`config.mk`:
```
export PLATFORM = sky130hd
export DESIGN_NAME = ni_flit_bridge
export DESIGN_NICKNAME = d
export VERILOG_FILES = /design/src/rtl/ni_pkg.sv /design/src/rtl/ni_rx_depack.sv /design/src/rtl/ni_flit_bridge.sv
export SDC_FILE = /design/constraint.sdc
export NUM_CORES = 1
export LEC_CHECK = 0
export BUFFER_PORTS_ARGS = -buffer_cell sky130_fd_sc_hd__buf_2
export CAP_MARGIN = 30
export CORE_UTILIZATION = 30
export DETAILED_ROUTE_END_ITERATION = 10
export PLACE_DENSITY = 0.63
export SYNTH_ARGS = -nofsm -noshare
export SYNTH_HDL_FRONTEND = slang
export SYNTH_HIERARCHICAL = 1
export SYNTH_SLANG_ARGS = --single-unit
```
`constraint.sdc`:
```
create_clock -name clk -period 1.85 [get_ports clk]
set_clock_uncertainty 0.05 [all_clocks]
set_input_delay 0.37 -clock clk [delete_from_list [all_inputs] [get_ports clk]]
set_output_delay 0.37 -clock clk [all_outputs]
set_load 0.03 [all_outputs]
```
`src/rtl/ni_pkg.sv`:
```
// Shared types and helpers for the NoC network interface bridge.
// The state enums, tail flit constant and header field offsets live here so the
// TX and RX sides agree on the link format.
package ni_pkg;

    // TX packetiser states
    typedef enum logic [1:0] {
        TIdle,
        THead,
        TBody,
        TTail
    } tx_state_e;

    // RX depacketiser states
    typedef enum logic [1:0] {
        RHead,
        RBody,
        RTail,
        ROut
    } rx_state_e;

    // Tail flit is all ones; modules truncate this to their FLIT_W.
    localparam int unsigned MaxFlitW = 64;
    localparam logic [MaxFlitW-1:0] TailFlit = '1;

    // Number of payload flits per processor word
    function automatic int unsigned calc_nf(input int unsigned data_w, input int unsigned flit_w);
        return data_w / flit_w;
    endfunction

    // Width of the header length field (must hold 0..NF)
    function automatic int unsigned calc_len_w(input int unsigned nf);
        return $clog2(nf + 1);
    endfunction

    // Header layout: {tag, len, dest} from MSB to LSB
    function automatic int unsigned hdr_len_lsb(input int unsigned addr_w);
        return addr_w;
    endfunction

    function automatic int unsigned hdr_tag_lsb(input int unsigned addr_w,
                                                input int unsigned len_w);
        return addr_w + len_w;
    endfunction

endpackage

```
`src/rtl/ni_rx_depack.sv`:
```
// RX depacketiser: reassembles header/payload/tail flits into one processor word.
// Packets for other nodes are consumed and dropped; framing problems (bad tag,
// oversize length, bad tail) are flagged on rx_err with the delivered word.
module ni_rx_depack
    import ni_pkg::*;
#(
    parameter int unsigned DATA_W  = 32,
    parameter int unsigned FLIT_W  = 8,
    parameter int unsigned ADDR_W  = 2,
    parameter int unsigned NODE_ID = 0,
    parameter int unsigned HDR_TAG = 5,
    localparam int unsigned NF     = calc_nf(DATA_W, FLIT_W),
    localparam int unsigned LEN_W  = calc_len_w(NF)
) (
    input  logic              clk,
    input  logic              rst,
    input  logic [FLIT_W-1:0] noc_in_flit,
    input  logic              noc_in_valid,
    output logic              noc_in_ready,
    output logic              rx_valid,
    input  logic              rx_ready,
    output logic [DATA_W-1:0] rx_data,
    output logic [LEN_W-1:0]  rx_len,
    output logic              rx_err
);

    localparam int unsigned LenLsb = hdr_len_lsb(ADDR_W);
    localparam int unsigned TagLsb = hdr_tag_lsb(ADDR_W, LEN_W);
    localparam int unsigned TagW   = FLIT_W - TagLsb;
    localparam logic [TagW-1:0]   Tag  = TagW'(HDR_TAG);
    localparam logic [FLIT_W-1:0] Tail = TailFlit[FLIT_W-1:0];

    rx_state_e rx_state_q, rx_state_d;

    logic [DATA_W-1:0] buf_q;
    logic [LEN_W-1:0]  len_q;
    logic [LEN_W-1:0]  cnt_q;
    logic              err_q;
    logic              match_q;

    logic [TagW-1:0]   hdr_tag;
    logic [LEN_W-1:0]  hdr_len;
    logic [ADDR_W-1:0] hdr_dest;
    logic              len_over;
    logic [LEN_W-1:0]  len_clamp;
    logic              in_hs;

    assign hdr_tag   = noc_in_flit[FLIT_W-1:TagLsb];
    assign hdr_len   = noc_in_flit[TagLsb-1:LenLsb];
    assign hdr_dest  = noc_in_flit[ADDR_W-1:0];
    assign len_over  = hdr_len > LEN_W'(NF);
    assign len_clamp = len_over ? LEN_W'(NF) : hdr_len;
    assign in_hs     = noc_in_valid && noc_in_ready;

    assign rx_data = buf_q;
    assign rx_len  = len_q;
    assign rx_err  = err_q;

    // State register
    always_ff @(posedge clk or posedge rst) begin
        if (rst) begin
            rx_state_q <= RHead;
        end else begin
            rx_state_q <= rx_state_d;
        end
    end

    // Next-state and handshake outputs
    always_comb begin
        rx_state_d   = rx_state_q;
        noc_in_ready = 1'b1;
        rx_valid     = 1'b0;
        unique case (rx_state_q)
            RHead: begin
                if (noc_in_valid) begin
                    rx_state_d = (len_clamp == '0) ? RTail : RBody;
                end
            end
            RBody: begin
                if (noc_in_valid && (cnt_q == len_q - LEN_W'(1))) begin
                    rx_state_d = RTail;
                end
            end
            RTail: begin
                if (noc_in_valid) begin
                    rx_state_d = match_q ? ROut : RHead;
                end
            end
            ROut: begin
                // Link stalls until the processor takes the word
                noc_in_ready = 1'b0;
                rx_valid     = 1'b1;
                if (rx_ready) begin
                    rx_state_d = RHead;
                end
            end
            default: rx_state_d = RHead;
        endcase
    end

    // Reassembly buffer, length, error and destination-match tracking
    always_ff @(posedge clk or posedge rst) begin
        if (rst) begin
            buf_q   <= '0;
            len_q   <= '0;
            cnt_q   <= '0;
            err_q   <= 1'b0;
            match_q <= 1'b0;
        end else if (in_hs) begin
            case (rx_state_q)
                RHead: begin
                    buf_q   <= '0;
                    err_q   <= (hdr_tag != Tag) || len_over;
                    len_q   <= len_clamp;
                    cnt_q   <= '0;
                    match_q <= (hdr_dest == ADDR_W'(NODE_ID));
                end
                RBody: begin
                    for (int k = 0; k < NF; k++) begin
                        if (cnt_q == LEN_W'(k)) begin
                            buf_q[k*FLIT_W +: FLIT_W] <= noc_in_flit;
                        end
                    end
                    cnt_q <= cnt_q + LEN_W'(1);
                end
                RTail: begin
                    if (noc_in_flit != Tail) begin
                        err_q <= 1'b1;
                    end
                end
                default: ;
            endcase
        end
    end

endmodule

```
`src/rtl/ni_flit_bridge.sv`:
```
// Network interface between a processor valid/ready port and one NoC router port.
// TX packetises a word into header, payload (LS flit first) and all-ones tail flits;
// RX is handled by ni_rx_depack. The two paths share nothing but clock and reset.
// Build option: define NI_ZERO_TRIM_EN to drop trailing all-zero payload flits on TX.
module ni_flit_bridge
    import ni_pkg::*;
#(
    parameter int unsigned DATA_W  = 32,
    parameter int unsigned FLIT_W  = 8,
    parameter int unsigned ADDR_W  = 2,
    parameter int unsigned NODE_ID = 0,
    parameter int unsigned HDR_TAG = 5,
    localparam int unsigned NF     = calc_nf(DATA_W, FLIT_W),
    localparam int unsigned LEN_W  = calc_len_w(NF)
) (
    input  logic              clk,
    input  logic              rst,
    input  logic              tx_valid,
    output logic              tx_ready,
    input  logic [ADDR_W-1:0] tx_dest,
    input  logic [DATA_W-1:0] tx_data,
    output logic [FLIT_W-1:0] noc_out_flit,
    output logic              noc_out_valid,
    output logic              noc_out_last,
    input  logic              noc_out_ready,
    input  logic [FLIT_W-1:0] noc_in_flit,
    input  logic              noc_in_valid,
    output logic              noc_in_ready,
    output logic              rx_valid,
    input  logic              rx_ready,
    output logic [DATA_W-1:0] rx_data,
    output logic [LEN_W-1:0]  rx_len,
    output logic              rx_err
);

    localparam int unsigned TagW = FLIT_W - hdr_tag_lsb(ADDR_W, LEN_W);
    localparam logic [TagW-1:0]   Tag  = TagW'(HDR_TAG);
    localparam logic [FLIT_W-1:0] Tail = TailFlit[FLIT_W-1:0];

    tx_state_e tx_state_q, tx_state_d;

    logic [ADDR_W-1:0] dest_q;
    logic [DATA_W-1:0] data_q;
    logic [LEN_W-1:0]  len_q;
    logic [LEN_W-1:0]  idx_q;
    logic [LEN_W-1:0]  tx_len_calc;
    logic [FLIT_W-1:0] body_flit;
    logic [FLIT_W-1:0] head_flit;

`ifdef NI_ZERO_TRIM_EN
    // Length = highest non-zero payload flit + 1, never less than one flit
    always_comb begin
        tx_len_calc = LEN_W'(1);
        for (int k = 1; k < NF; k++) begin
            if (tx_data[k*FLIT_W +: FLIT_W] != '0) begin
                tx_len_calc = LEN_W'(k + 1);
            end
        end
    end
`else
    assign tx_len_calc = LEN_W'(NF);
`endif

    assign head_flit = {Tag, len_q, dest_q};

    // Payload flit mux, least-significant flit first
    always_comb begin
        body_flit = '0;
        for (int k = 0; k < NF; k++) begin
            if (idx_q == LEN_W'(k)) begin
                body_flit = data_q[k*FLIT_W +: FLIT_W];
            end
        end
    end

    // State register
    always_ff @(posedge clk or posedge rst) begin
        if (rst) begin
            tx_state_q <= TIdle;
        end else begin
            tx_state_q <= tx_state_d;
        end
    end

    // Next-state and link outputs; flit is a pure function of registered state,
    // so it stays stable while the router stalls.
    always_comb begin
        tx_state_d    = tx_state_q;
        tx_ready      = 1'b0;
        noc_out_valid = 1'b0;
        noc_out_last  = 1'b0;
        noc_out_flit  = '0;
        unique case (tx_state_q)
            TIdle: begin
                tx_ready = 1'b1;
                if (tx_valid) begin
                    tx_state_d = THead;
                end
            end
            THead: begin
                noc_out_valid = 1'b1;
                noc_out_flit  = head_flit;
                if (noc_out_ready) begin
                    tx_state_d = TBody;
                end
            end
            TBody: begin
                noc_out_valid = 1'b1;
                noc_out_flit  = body_flit;
                if (noc_out_ready && (idx_q == len_q - LEN_W'(1))) begin
                    tx_state_d = TTail;
                end
            end
            TTail: begin
                noc_out_valid = 1'b1;
                noc_out_last  = 1'b1;
                noc_out_flit  = Tail;
                if (noc_out_ready) begin
                    tx_state_d = TIdle;
                end
            end
            default: tx_state_d = TIdle;
        endcase
    end

    // Word capture and payload flit index
    always_ff @(posedge clk or posedge rst) begin
        if (rst) begin
            dest_q <= '0;
            data_q <= '0;
            len_q  <= '0;
            idx_q  <= '0;
        end else if (tx_state_q == TIdle && tx_valid) begin
            dest_q <= tx_dest;
            data_q <= tx_data;
            len_q  <= tx_len_calc;
            idx_q  <= '0;
        end else if (tx_state_q == TBody && noc_out_ready) begin
            idx_q <= idx_q + LEN_W'(1);
        end
    end

    ni_rx_depack #(
        .DATA_W  (DATA_W),
        .FLIT_W  (FLIT_W),
        .ADDR_W  (ADDR_W),
        .NODE_ID (NODE_ID),
        .HDR_TAG (HDR_TAG)
    ) u_rx (
        .clk          (clk),
        .rst          (rst),
        .noc_in_flit  (noc_in_flit),
        .noc_in_valid (noc_in_valid),
        .noc_in_ready (noc_in_ready),
        .rx_valid     (rx_valid),
        .rx_ready     (rx_ready),
        .rx_data      (rx_data),
        .rx_len       (rx_len),
        .rx_err       (rx_err)
    );

endmodule

```
==> results.md <==
* Result of the run: finished, violations left
* Violated checks: setup timing
* Layout overhead on the synthesized area at 36.2%
* Residual antenna-violating net count after detailed routing at 0
* Transition time at the pin with the least slew margin at 0.544 ns
* # rows at 42
* Sequential cell area at 2050 µm²
* Starting density of the core at 0.307
* Mean post-synth cell area at 11.2 µm²
* Worst reg2reg path depth at 7
* Sequential power share at 0.290
* Number of enable-type register cells in the synthesized netlist at 0
* Placement-stage cell area at 4950 µm²
* Relative contribution of the clock network to total power at 0.171
* Post-DP HPWL at approximately 7.7 mm
* Fmax at ~400 MHz
* Fraction of the cycle the final worst path needs at 1.36
* Grt total ovfl at 0
* Dominant register cell in the synthesized netlist: dfrtp_1
* Number of sinks handled by clock tree synthesis at 82
* Comb pwr share at 0.539
* Max Transition Viols Final at 0
* Layout filler cell count at 1281
* Post-route worst setup slack at -0.674 ns
* Crit path DAT at 2.10 ns
* Diode insertion count for antenna repair at 0
* Max-capacitance violation count at 0
* Layout cells sized above 1 at 0.444
* CTS H-tree lvls at 3
* Synthesis Warnings at 6
* Final weighted congestion of routability-driven global placement at between 0.8 and 0.9
* Top-level port count at 97
* Number of nets in the synthesized netlist at between 400 and 500
* Slew headroom at 0.637
* GRT Total Usage at 0.150
* WP data required at 1.43 ns
* Share of synthesized registers carrying an async set or reset at 1.00
* Maximum buffer depth of the clock tree at 2
* Peak fanout along the critical path at 5
* Fraction of power spent switching nets at 0.434
* Stage delay of the slowest cell on the critical path at 0.45 ns
* Overall die area at 14000 µm²
* Cell variety after synth at 49
* Hold crit path type: in -> async
* Clock root buffer master: clkbuf_16
* Dominant cell type by area after synthesis: dfrtp_1
* Antenna violations before repair at 0
* Largest cells by area after synthesis: dfrtp_1, mux2_1, nand2_1
* Library cell contributing the largest single delay on the critical path: dfrtp_2
* DRC violations left at 0
* Multi-input logic area at 2020 µm²
* Critical path startpoint category: register
* Syn Inst Count at between 300 and 400
* Cells traversed along the worst timing path: inv_4 -> ha_4 -> nor2b_4 -> buf_6 -> a221o_1 -> nand3_2 -> a221oi_4 -> buf_6
* Register bit count reported by yosys at 82
* Unrepaired setup endpoints after global routing: yes
* Wire length of the first global-routing pass at 16.4 mm
* Die Y-Extent at 118 µm
* Number of nets in the layout at between 500 and 600
* Start-to-end type of the worst setup path: reg -> out
* Hold violation count in the final report at 0
* Final routed wire length divided by cell count at 15.7 µm
* Width of the die at 118 µm
* Number of setup violations in the final report at 8
* Setup TNS at -4.92 ns
* Final period demand of the worst path at 2.52 ns
* Total of hold buffers inserted after clock tree synthesis at 0
* Total stage count of the critical path at 8
* P_int at approximately 0.0064 W
* Drt initial violations at 88
* Clock latency at the later pin of the worst-skew pair at 0.34 ns
* TritonCTS clock tree: done
* Fraction of synthesized cell area taken by the top area cell type at 0.505
* Number of vias per cell at 4.72
* Post-synthesis instance area at 4070 µm²
* Clock edge transition at the registers on the reported setup and hold paths at around 0.060 ns
* Iteration count of the initial detailed-routing pass at 4
* Worst path most repeated cell: buf_6
* Total wirelength of the detailed-routed design at 10.5 mm
* Largest delay contributor family on the critical path: compound AO/OA/AOI/OAI gates
* Leakage component of the power at ~2.6 nW
* CP bufs+invs at 3
* Area inside the core boundary at around 13000 µm²
* Routed via count at 3168
* Total of buffers placed on input and output ports at 96
* Net load switching power at 0.00493 W
* Number of global-route vias before repair at 3152
* Number of buffers created by CTS at 9
* Largest net degree at the start of global routing at 43
* PD cells at 2050 nW/µm²
* Fraction of the yosys area taken by sequential cells at 0.505
* Maximum vdd drop at between 0.9 and 1 mV
* Type of element capturing the critical path: output pin
* Cell area after layout at 5540 µm²
==> through the flow <==
stage          hold WS (ns)  power [W]  setup slack (ns)   util  cells
2_1_floorplan         0.398    0.00728            -0.318      -    363
3_3_place_gp          0.411    0.00865            -0.301  0.374    647
3_5_place_dp          0.415    0.00881            -0.362  0.374    647
4_1_cts               0.138     0.0111            -0.652  0.407    668
5_1_grt               0.161     0.0121            -0.759  0.418    671
6_report              0.110     0.0114            -0.674  0.418    671
==> power groups by stage <==
stage / Sequential, W / Combinational (W) / Clock (W)
floorplan: 0.00381 / 0.00347 / 0
global placement: 0.00329 / 0.00536 / 0
detailed placement: 0.00331 / 0.00550 / 0
CTS: 0.00329 / 0.00582 / 0.00200
global route: 0.00340 / 0.00658 / 0.00208
finish: 0.00329 / 0.00613 / 0.00194
==> state kept, by name, indices dropped and copies added (netlist names) <==
signal	count
data_q	32
dest_q	2
idx_q	3
len_q	1
tx_state_q	2
u_rx/cnt_q	3
u_rx/match_q	1
u_rx/rx_data	32
u_rx/rx_err	1
u_rx/rx_len	3
u_rx/rx_state_q	2
==> layout make-up <==
type / count / share of cell area
flip-flops and latches: 82 / 0.371
repair buffers: 132 / 0.153
multi-input cells: 247 / 0.364
well taps: 176 / 0.0397
clock buffers: 9 / 0.0407
inverters: 18 / 0.0136
clock inverters: 7 / 0.0183
==> cell usage after synthesis, types with 2 or more instances <==
library cell,count
mux2_2,15
ha_1,15
o21ai_1,7
xnor2_1,2
nor2b_1,8
a221oi_2,4
nand3_1,6
o31a_1,2
inv_1,17
mux2_1,20
nand2_1,51
nand4_1,2
o31ai_1,3
o21ai_0,32
buf_2,3
dfrtp_1,82
xor2_1,2
o21ai_2,7
a221o_1,3
clkbuf_1,2
a221oi_1,7
o21ai_4,4
a21oi_1,10
or3_1,4
nand2_2,3
nor2_1,11
a22oi_1,3
nand2b_1,7
nor3_1,4
buf_6,8
==> tightest hold or removal path, cell delays in order <==
cell	delay, ns
buf_2	0.11
inv_1	0.05
buf_4	0.43
==> layout by cell type (no fill, tap or decap), types with 3 or more instances in the layout <==
| master | instances |
|---|---|
| inv_2 | 3 |
| o31ai_1 | 3 |
| a221o_1 | 3 |
| inv_1 | 12 |
| inv_4 | 3 |
| buf_4 | 32 |
| nor2_1 | 11 |
| buf_2 | 87 |
| nand2_2 | 4 |
| nand2b_1 | 7 |
| o21ai_2 | 7 |
| mux2_2 | 15 |
| mux2_1 | 20 |
| o21ai_4 | 4 |
| a221oi_4 | 4 |
| or3_4 | 3 |
| ha_2 | 3 |
| nand3_1 | 4 |
| ha_4 | 4 |
| a221oi_2 | 7 |
| o21ai_0 | 31 |
| dfrtp_1 | 80 |
| buf_6 | 10 |
| a21oi_1 | 10 |
| clkbuf_16 | 10 |
| ha_1 | 8 |
| o21ai_1 | 8 |
| nand2_1 | 50 |
| nor2b_1 | 7 |
==> worst paths after layout <==
check | slack (ns) | from | end
setup / recovery | -0.67 | idx_q[0]$_DFFE_PP0P_ | noc_out_flit[3]
hold / removal | 0.11 | rst | data_q[14]$_DFFE_PP0P_
setup reg to reg | 0.07 | tx_state_q[1]$_DFFE_PP0P_ | dest_q[1]$_DFFE_PP0P_
hold reg to reg | 0.43 | u_rx/rx_data[23]$_DFFE_PP0P_ | u_rx/rx_data[23]$_DFFE_PP0P_
max in group asynchronous | 1.23 | rst | u_rx/rx_state_q[1]$_DFFE_PP0P_
min in group clk | 0.19 | noc_in_flit[1] | u_rx/match_q$_DFFE_PP0P_
==> per-layer routing <==
metal | part of all wire | global-route usage | wire length, µm
met5 | 0 | 0 | 0
met1 | 0.42 | 0.178 | 4430
met4 | 0.014 | 0.0451 | 144
met3 | 0.060 | 0.0483 | 631
met2 | 0.51 | 0.258 | 5340
==> kinds of logic after synthesis <==
logic type,Yosys count,synth area share
xor+xnor,5,0.0142
simple gates,104,0.128
flops,82,0.505
compound gates,88,0.158
buf+inv,34,0.0517
mux,35,0.0969
fa+ha+maj,15,0.0462
==> what timing repair did <==
item | in CTS | in global routing
setup buffers | 5 | 2
hold endpoints to repair | 0 | 0
endpoints found under the setup margin | 43 | 46
pin swaps | 5 | 12
gates resized for setup | 21 | 31
gates cloned | 0 | 1
(Power assumes the default switching activity.)
